$ cat src/rtl/pulse_pkg.sv
// Shared definitions for the pulse scheduler: state encoding, counter width,
// default pulse widths and a helper that turns a width into a counter load.
package pulse_pkg;

    localparam int CNT_W = 4;

    localparam int DEF_W0 = 1;
    localparam int DEF_W1 = 3;
    localparam int DEF_W2 = 6;
    localparam int DEF_W3 = 12;

    typedef enum logic [1:0] {
        ST_IDLE  = 2'd0,
        ST_PULSE = 2'd1,
        ST_GAP   = 2'd2
    } state_t;

    // Counter load for an n-cycle phase: the counter runs n-1 .. 0.
    // A width of 0 (or less) is treated as 1, giving a load of 0.
    function automatic logic [CNT_W-1:0] dec_load(input int n);
        if (n <= 1) begin
            return '0;
        end
        return CNT_W'(n - 1);
    endfunction

endpackage

$ cat src/rtl/rr_arbiter4.sv
// Four-way round-robin picker: the first asserted request found when scanning
// upward from ptr (wrapping) wins. Purely combinational.
module rr_arbiter4 (
    input  logic [3:0] req,
    input  logic [1:0] ptr,
    output logic [1:0] winner,
    output logic       valid
);

    logic [1:0] idx;

    // Scan from farthest to nearest so the request closest to ptr wins.
    always_comb begin
        winner = 2'd0;
        valid  = 1'b0;
        idx    = 2'd0;
        for (int k = 3; k >= 0; k--) begin
            idx = ptr + 2'(k);
            if (req[idx]) begin
                winner = idx;
                valid  = 1'b1;
            end
        end
    end

endmodule

$ cat src/rtl/pulse_scheduler.sv
// Shared-output pulse scheduler. Four requesters compete round-robin for a
// single pulse line; the winner gets a pulse of its own width, a done strobe
// when the pulse ends, and the line then rests for GAP cycles.
//
// Handshake: req is a level request sampled only while idle with enable=1.
// A grant is a commitment: once grant rises the pulse runs its full width and
// done strobes for one cycle afterwards, whatever req does meanwhile. Only
// reset can abort a pulse, and it does so without a done strobe.
module pulse_scheduler
    import pulse_pkg::*;
#(
    parameter int W0  = DEF_W0,
    parameter int W1  = DEF_W1,
    parameter int W2  = DEF_W2,
    parameter int W3  = DEF_W3,
    parameter int GAP = 1
) (
    input  logic       clock,
    input  logic       reset,
    input  logic       enable,
    input  logic [3:0] req,
    output logic       signal,
    output logic [3:0] grant,
    output logic [3:0] done,
    output logic       busy,
    output logic [1:0] fsm_state
);

    localparam logic [CNT_W-1:0] LOAD0    = dec_load(W0);
    localparam logic [CNT_W-1:0] LOAD1    = dec_load(W1);
    localparam logic [CNT_W-1:0] LOAD2    = dec_load(W2);
    localparam logic [CNT_W-1:0] LOAD3    = dec_load(W3);
    localparam logic [CNT_W-1:0] GAP_LOAD = dec_load(GAP);

    state_t           state_q;
    state_t           state_d;
    logic [CNT_W-1:0] cnt_q;
    logic [CNT_W-1:0] cnt_d;
    logic [1:0]       ptr_q;
    logic [1:0]       ptr_d;
    logic             signal_d;
    logic [3:0]       grant_d;
    logic [3:0]       done_d;

    logic [1:0]       arb_winner;
    logic             arb_valid;
    logic [CNT_W-1:0] load_sel;

    rr_arbiter4 u_arb (
        .req    (req),
        .ptr    (ptr_q),
        .winner (arb_winner),
        .valid  (arb_valid)
    );

    // Counter load for whichever requester is about to win.
    always_comb begin
        load_sel = LOAD0;
        case (arb_winner)
            2'd0:    load_sel = LOAD0;
            2'd1:    load_sel = LOAD1;
            2'd2:    load_sel = LOAD2;
            default: load_sel = LOAD3;
        endcase
    end

    // Next-state and next-output logic; every output is registered below.
    always_comb begin
        state_d  = state_q;
        cnt_d    = cnt_q;
        ptr_d    = ptr_q;
        signal_d = signal;
        grant_d  = grant;
        done_d   = 4'b0000;
        case (state_q)
            ST_IDLE: begin
                if (enable && arb_valid) begin
                    state_d  = ST_PULSE;
                    grant_d  = 4'b0001 << arb_winner;
                    signal_d = 1'b1;
                    cnt_d    = load_sel;
                    ptr_d    = arb_winner + 2'd1;
                end
            end
            ST_PULSE: begin
                if (cnt_q != '0) begin
                    cnt_d = cnt_q - 1'b1;
                end else begin
                    signal_d = 1'b0;
                    grant_d  = 4'b0000;
                    done_d   = grant;
                    if (GAP > 0) begin
                        state_d = ST_GAP;
                        cnt_d   = GAP_LOAD;
                    end else begin
                        state_d = ST_IDLE;
                        cnt_d   = '0;
                    end
                end
            end
            ST_GAP: begin
                if (cnt_q != '0) begin
                    cnt_d = cnt_q - 1'b1;
                end else begin
                    state_d = ST_IDLE;
                end
            end
            default: begin
                state_d  = ST_IDLE;
                cnt_d    = '0;
                signal_d = 1'b0;
                grant_d  = 4'b0000;
            end
        endcase
    end

    // State and output registers; reset overrides everything.
    always_ff @(posedge clock) begin
        if (reset) begin
            state_q <= ST_IDLE;
            cnt_q   <= '0;
            ptr_q   <= 2'd0;
            signal  <= 1'b0;
            grant   <= 4'b0000;
            done    <= 4'b0000;
        end else begin
            state_q <= state_d;
            cnt_q   <= cnt_d;
            ptr_q   <= ptr_d;
            signal  <= signal_d;
            grant   <= grant_d;
            done    <= done_d;
        end
    end

    assign busy      = (state_q != ST_IDLE);
    assign fsm_state = state_q;

endmodule

$ cat config.mk
export PLATFORM = sky130hd
export DESIGN_NAME = pulse_scheduler
export DESIGN_NICKNAME = d
export VERILOG_FILES = /design/src/rtl/pulse_pkg.sv /design/src/rtl/rr_arbiter4.sv /design/src/rtl/pulse_scheduler.sv
export SDC_FILE = /design/constraint.sdc
export NUM_CORES = 1
export LEC_CHECK = 0
export BUFFER_PORTS_ARGS = -buffer_cell sky130_fd_sc_hd__buf_4
export CAP_MARGIN = 20
export CORE_ASPECT_RATIO = 1.5
export CORE_MARGIN = 1.5
export CORE_UTILIZATION = 40
export DETAILED_ROUTE_END_ITERATION = 16
export GPL_TIMING_DRIVEN = 0
export SLEW_MARGIN = 20
export SYNTH_ARGS = -nofsm -noshare
export SYNTH_HDL_FRONTEND = slang
export SYNTH_SLANG_ARGS = --single-unit
export TNS_END_PERCENT = 30
$ cat constraint.sdc
create_clock -name clock -period 2.8 [get_ports clock]
set_clock_uncertainty 0.2 [all_clocks]
set_input_delay 0.56 -clock clock [delete_from_list [all_inputs] [get_ports clock]]
set_output_delay 0.56 -clock clock [all_outputs]
set_load 0.005 [all_outputs]
==> results of run 1 <==
worst max path at each step:
stage / end / from / cells after the start
after floorplan: cnt_q[0] / req[2] / 7
after global placement: cnt_q[0] / req[2] / 8
after detailed placement: cnt_q[0] / req[2] / 8
after CTS: cnt_q[0] / ptr_q[1] / 7
after global routing: cnt_q[0] / ptr_q[1] / 7
final: cnt_q[0] / ptr_q[1] / 7
cell type report:
class,count,area (µm²)
Fill cell,233,1080
Timing Repair Buffer,18,135
Clock inverter,1,5.00
Tap cell,23,28.8
Buffer,3,11.3
Inverter,6,22.5
Multi-Input combinational cell,78,557
Sequential cell,17,340
Clock buffer,3,22.5
per-stage QoR:
stage,setup slack [ns],instances
global placement,0.344,145
finish,0.509,149
global route,0.183,149
CTS,0.470,149
detailed placement,0.292,145
floorplan,0.673,104
synthesized netlist by cell type, types with 2 or more instances:
| master | number | area [µm²] |
|---|---|---|
| dfxtp_1 | 17 | 340 |
| a21oi_1 | 11 | 55.1 |
| nor2_1 | 8 | 30.0 |
| ha_1 | 6 | 75.1 |
| inv_1 | 6 | 22.5 |
| nand2_1 | 6 | 22.5 |
| and2_1 | 5 | 31.3 |
| a22o_1 | 4 | 35.0 |
| clkbuf_1 | 3 | 11.3 |
| nand2b_1 | 3 | 18.8 |
| nor3_1 | 3 | 15.0 |
| nor3b_1 | 3 | 22.5 |
| nand3b_1 | 2 | 15.0 |
| nor2b_1 | 2 | 12.5 |
| nor4_1 | 2 | 12.5 |
| o21a_1 | 2 | 15.0 |
registers in the layout, summed over array words and instances, names as in the netlist:
name	flops
cnt_q	4
fsm_state	2
ptr_q	2
grant	4
signal	1
done	4
report_power, final:
part           switching (µW)  internal, µW  total, µW
Combinational             144           132        276
Sequential               29.6           273        303
Clock                    80.5          53.1        134
logic make-up (layout without fill, tap and decap cells):
group	count (synthesis)	count (layout)	share of synthesized area
fa+ha+maj	6	6	0.0806
xor+xnor	1	1	0.00941
mux	2	2	0.0228
flops	17	17	0.366
buf+inv	9	31	0.0363
compound gates	27	27	0.224
simple gates	42	42	0.261
per-layer routing:
| layer | track usage | vias to the layer above |
|---|---|---|
| li1 | - | 417 |
| met1 | 0.208 | 377 |
| met2 | 0.295 | 14 |
| met3 | 0.0260 | 4 |
| met4 | 0.0982 | 0 |
| met5 | 0 | - |
==> run_results.csv, run 1 <==
group,metric,value,unit
floorplan,dieWidth,42.4,µm
pwr,p_per_area,635,nW/µm²
hold_path,min_delay_worst_endpoint,"signal",
clock_tree,hold_buffers,0,
placed_design,hpwl,1530,µm
synthesis,synth_flop_cell,"dfxtp_1",
finish,finalNetCount,140,
route,totalWireLength,1990,µm
route,route.antenna.remaining_nets,0,
floorplan,die_ar,2630,µm²
route,detailed_route_drc_error_count,0,
flow_run,maxCapViolations,0,
route,detail_route.first_pass.iterations,4,
synthesis,synth_area_per_cell,8.95,µm²
placed_design,place_congestion,0.811,
clock_tree,cts-root-to-sink-buffers,2,
clock_tree,cts_post_setup_buffers_inserted,0,
synthesis,ys.warnings.count,0,
grt,globalRouteOverflowTotal,0,
clock_tree,clock_insertion_delay_worst_skew,0.29,ns
finish,area.growth.synth_to_final,20.6,%
grt,grt_usage,0.172,
clock_tree,count_of_instances_resized_after_the_clock_tree_is_built,0,
route,wl_met2,974,µm
setup_path,critical_path.reg2reg.startpoint,"ptr_q[1]",
hold_path,hold_path.class,"register to register",
clock_tree,cts.root.buffer_cell,"clkbuf_4",
setup_path,r2r_end,"cnt_q[0]",
setup_path,path_delay_family,"simple AND/OR/NAND/NOR gates",
sta,period_needed,2.29,ns
placed_design,post_dp_cell_area,1090,µm²
setup_path,worstSetupEndpointType,"register",
grt,number_of_antenna_violations_at_the_first_check_in_global_routing,0,
hold_path,worstHoldPathCells,1,
setup_path,cp_num_buf_inv,1,
clock_tree,cts_made_buffers,3,
sta,maxSlewViolCount,0,
synthesis,ys_seq_area_frac,0.366,
setup_path,critical_path_peak_fanout,6,
synthesis,synth_enable_flop_cells,0,
sta,achievable-frequency,436,MHz
floorplan,die_h,62.1,µm
pwr,report.power.total,712,µW
synthesis,synthesis.instances,104,
floorplan,starting_density_of_the_core,0.422,
setup_path,cell_by_cell_listing_of_the_critical_path,"mux2i_1 > nor2_1 > nor3_1 > inv_1 > ha_1 > o311ai_0 > a21oi_1",
pwr,leakagePower,0.000487,µW
finish,layout_commonest_cell,"buf_4",
finish,post_route_cells_drive_above_1_share,0.222,
setup_path,ff2ff_path_depth,7,
pwr,irDropWorstVdd,0.245,mV
route,met3_length,59,µm
sta,final.setup.tns,0,ns
finish,postLayoutCellArea,1120,µm²
clock_tree,clk_pin_slew,0.11,ns
floorplan,core-area,2210,µm²
setup_path,critical_path.startpoint_type,"register",
grt,pin_count_of_the_biggest_net_entering_global_routing,11,
sta,finalCritPeriodShare,0.818,
setup_path,setup.worst_path.class,"register to register",
route,dr.max_layer_used,"met4",
clock_tree,h_tree_levels,1,
synthesis,synth.distinct_cells,37,
synthesis,synth.cell_area,931,µm²
route,detailroute.via_count,812,
finish,diodes,0,
route,via_count_normalized_by_instance_count,5.45,
sta,hold_viol_final,0,
sta,final-setup-viol-count,0,
sta,final.hold.worst_slack,0.273,ns
setup_path,worstPathRequired,2.77,ns
finish,layout.cells.most_common_list,"buf_4 (18), dfxtp_1 (17), a21oi_1 (11)",
setup_path,crit_slowest_cell,"dfxtp_1",
floorplan,rows,21,
synthesis,synth_fp_nets,117,
sta,worstMarginPinSlew,0.501,ns
clock_tree,tritoncts_num_sinks,17,
hold_path,worst_min_path_start,"signal",
setup_path,timing.critical_path.slowest_cell_delay,0.45,ns
sta,slew_headroom,0.664,
finish,finish.utilization,0.509,
grt,grt_pass1_vias,790,
route,detail_route.wl_per_cell,13.3,µm
synthesis,yosys_register_bits,17,
route,routedLengthMet1,916,µm
grt,wire_length_of_the_first_global_routing_pass,3450,µm
clock_tree,tritoncts,"built",
synthesis,async_set_or_reset_register_ratio_after_synthesis,0,
route,detailedRoute.firstIterationViolations,13,
placed_design,place.port_buffers,18,
setup_path,timing.critical_path.arrival,2.26,ns
sta,rsz0062_at_grt,"false",
floorplan,num_io_pins,19,
setup_path,r2r_setup_slack,0.51,ns
status,run_status,"finished clean",
(Power assumes the default switching activity.)
==> run 2, diff against run 1 <==
clock period = 2.1 ns   (was 2.8 ns; I/O delays follow)
==> run_results.csv, run 2 (synthesis gave the netlist of run 1 again) <==
group,metric,value,unit
status,run_status,"finished clean",
sta,finalCritPeriodShare,0.950,
sta,maxSlewViolCount,0,
placed_design,hpwl,1530,µm
pwr,leakagePower,0.000507,µW
route,detail_route.first_pass.iterations,4,
sta,worst_slack,0.105,ns
route,totalWireLength,2030,µm
hold_path,worst_min_path_start,"signal",
finish,biggest_registers_after_layout,"cnt_q: 4 flops, done: 4 flops, grant: 4 flops",
sta,final.hold.worst_slack,0.273,ns
grt,globalRouteOverflowTotal,0,
pwr,p_seq_frac,0.413,
sta,final.setup.tns,0,ns
pwr,power_switching_share,0.356,
pwr,p_clk_frac,0.181,
grt,grt_usage,0.173,
finish,finalNetCount,143,
setup_path,timing.critical_path.slowest_cell_delay,0.39,ns
route,via_count_normalized_by_instance_count,5.53,
setup_path,crit_slowest_cell,"dfxtp_4",
setup_path,critical_path.startpoint_type,"register",
setup_path,timing.critical_path.arrival,1.97,ns
sta,slew_headroom,0.689,
finish,layoutNonFillerInstCount,152,
hold_path,hold_path.class,"register to register",
grt,gr-usage-met2,0.295,
floorplan,num_io_pins,19,
grt,pin_count_of_the_biggest_net_entering_global_routing,11,
route,detail_route.wl_per_cell,13.4,µm
pwr,switching_power_total,351,µW
pwr,p_per_area,845,nW/µm²
pwr,combinationalPowerShare,0.406,
finish,post_route_cells_drive_above_1_share,0.264,
setup_path,cell_by_cell_listing_of_the_critical_path,"mux2i_1 > nor2_1 > nor3_2 > buf_4 > inv_1 > ha_1 > o311ai_2 > a21oi_1",
setup_path,r2r_end,"cnt_q[0]",
floorplan,starting_density_of_the_core,0.422,
floorplan,dieWidth,42.4,µm
grt,grt_util_met3,0.0260,
setup_path,ff2ff_path_depth,8,
sta,achievable-frequency,501,MHz
finish,fillCellCount,235,
grt,grtUsageMet1,0.210,
floorplan,core-area,2210,µm²
clock_tree,cts-root-to-sink-buffers,2,
pwr,power.internal,636,µW
clock_tree,clock_insertion_delay_worst_skew,0.29,ns
route,detailroute.via_count,840,
finish,layout.cells.most_common_list,"buf_4 (21), dfxtp_1 (16), a21oi_1 (11)",
sta,hold_viol_final,0,
clock_tree,cts_made_buffers,3,
route,route.antenna.remaining_nets,0,
pwr,irDropWorstVdd,0.336,mV
clock_tree,h_tree_levels,1,
grt,grt_pass1_vias,795,
sta,worstMarginPinSlew,0.466,ns
setup_path,critical_path.reg2reg.startpoint,"ptr_q[1]",
setup_path,worstPathRequired,2.07,ns
finish,diodes,0,
sta,rsz0062_at_grt,"false",
floorplan,die_h,62.1,µm
floorplan,rows,21,
floorplan,die_ar,2630,µm²
route,detailed_route_drc_error_count,0,
clock_tree,tritoncts_num_sinks,17,
sta,period_needed,2.00,ns
placed_design,placed_instances,145,
setup_path,critical_path_peak_fanout,6,
placed_design,place_congestion,0.811,
grt,wire_length_of_the_first_global_routing_pass,3470,µm
placed_design,place.port_buffers,18,
setup_path,worstSetupEndpointType,"register",
setup_path,setup.worst_path.class,"register to register",
hold_path,min_delay_worst_endpoint,"signal",
clock_tree,clk_pin_slew,0.11,ns
clock_tree,cts.root.buffer_cell,"clkbuf_4",
placed_design,dp_worst_setup_slack,-0.268,ns
route,detailedRoute.firstIterationViolations,11,
grt,grt.busiest_layer,"met2",
sta,final-setup-viol-count,0,
flow_run,maxCapViolations,0,
finish,area.growth.synth_to_final,25.4,%
finish,layout_commonest_cell,"buf_4",
clock_tree,tritoncts,"built",
setup_path,r2r_setup_slack,0.10,ns
grt,number_of_antenna_violations_at_the_first_check_in_global_routing,0,
hold_path,worstHoldPathCells,1,
pwr,report.power.total,987,µW
run 2: cell types whose count changed in the layout (fill, tap and decap cells not counted):
cell / previous run / this run
dfxtp_1: 17 / 16
nor3_1: 3 / 2
nor3b_4: 0 / 1
nor3b_2: 1 / 0
nor3_2: 0 / 1
buf_4: 18 / 21
o311ai_2: 0 / 1
dfxtp_4: 0 / 1
o311ai_0: 1 / 0
run 2: per-stage QoR:
stage / instance area (µm²) / utilization
final: 1170 / 0.529
after global routing: 1170 / 0.529
after CTS: 1130 / 0.511
after detailed placement: 1090 / 0.496
after global placement: 1090 / 0.496
after floorplan: 931 / -
run 2: layout make-up:
class / instances / area [µm²] / area share
Buffer: 3 / 11.3 / 0.00965
Clock buffer: 3 / 22.5 / 0.0193
Clock inverter: 1 / 5.00 / 0.00429
Inverter: 6 / 22.5 / 0.0193
Multi-Input combinational cell: 78 / 576 / 0.493
Sequential cell: 17 / 344 / 0.295
Tap cell: 23 / 28.8 / 0.0247
Timing Repair Buffer: 21 / 158 / 0.135
run 2: routing by layer:
metal	share of wire	wire length (µm)	up-vias
li1	-	-	425
met2	0.49	997	16
met5	0	0	-
met3	0.031	62	4
met1	0.46	933	395
met4	0.019	38	0
run 2: how the worst max path moves through the flow:
| stage | startpoint | end | slack (ns) | cells after the start |
|---|---|---|---|---|
| final | ptr_q[1] | cnt_q[0] | 0.10 | 8 |
| after global routing | ptr_q[1] | cnt_q[3] | 0.0002 | 8 |
| after CTS | ptr_q[1] | cnt_q[0] | 0.002 | 7 |
| after detailed placement | req[2] | cnt_q[0] | -0.27 | 8 |
| after global placement | req[2] | cnt_q[0] | -0.22 | 8 |
| after floorplan | ptr_q[1] | cnt_q[0] | 0.07 | 7 |
run 2: what timing repair did:
action,4_1_cts,5_1_grt
endpoints found under the setup margin,3,9
pin swaps,1,2
hold buffers,0,0
buffers inserted,0,3
gates resized for setup,1,5
run 2: power by group through the flow:
stage                     Clock (µW)  Combinational, µW  Sequential [µW]
after global placement             0                361              410
after global routing             196                451              413
after detailed placement           0                368              411
after CTS                        191                371              403
after floorplan                    0                258              404
final                            179                400              408
run 2: worst max-delay path, delay by kind of cell, from the launching register on:
family,cells,cell delay [ns]
flops,1,0.39
fa+ha+maj,1,0.22
buf+inv,2,0.20
compound gates,2,0.38
simple gates,2,0.29
mux,1,0.19
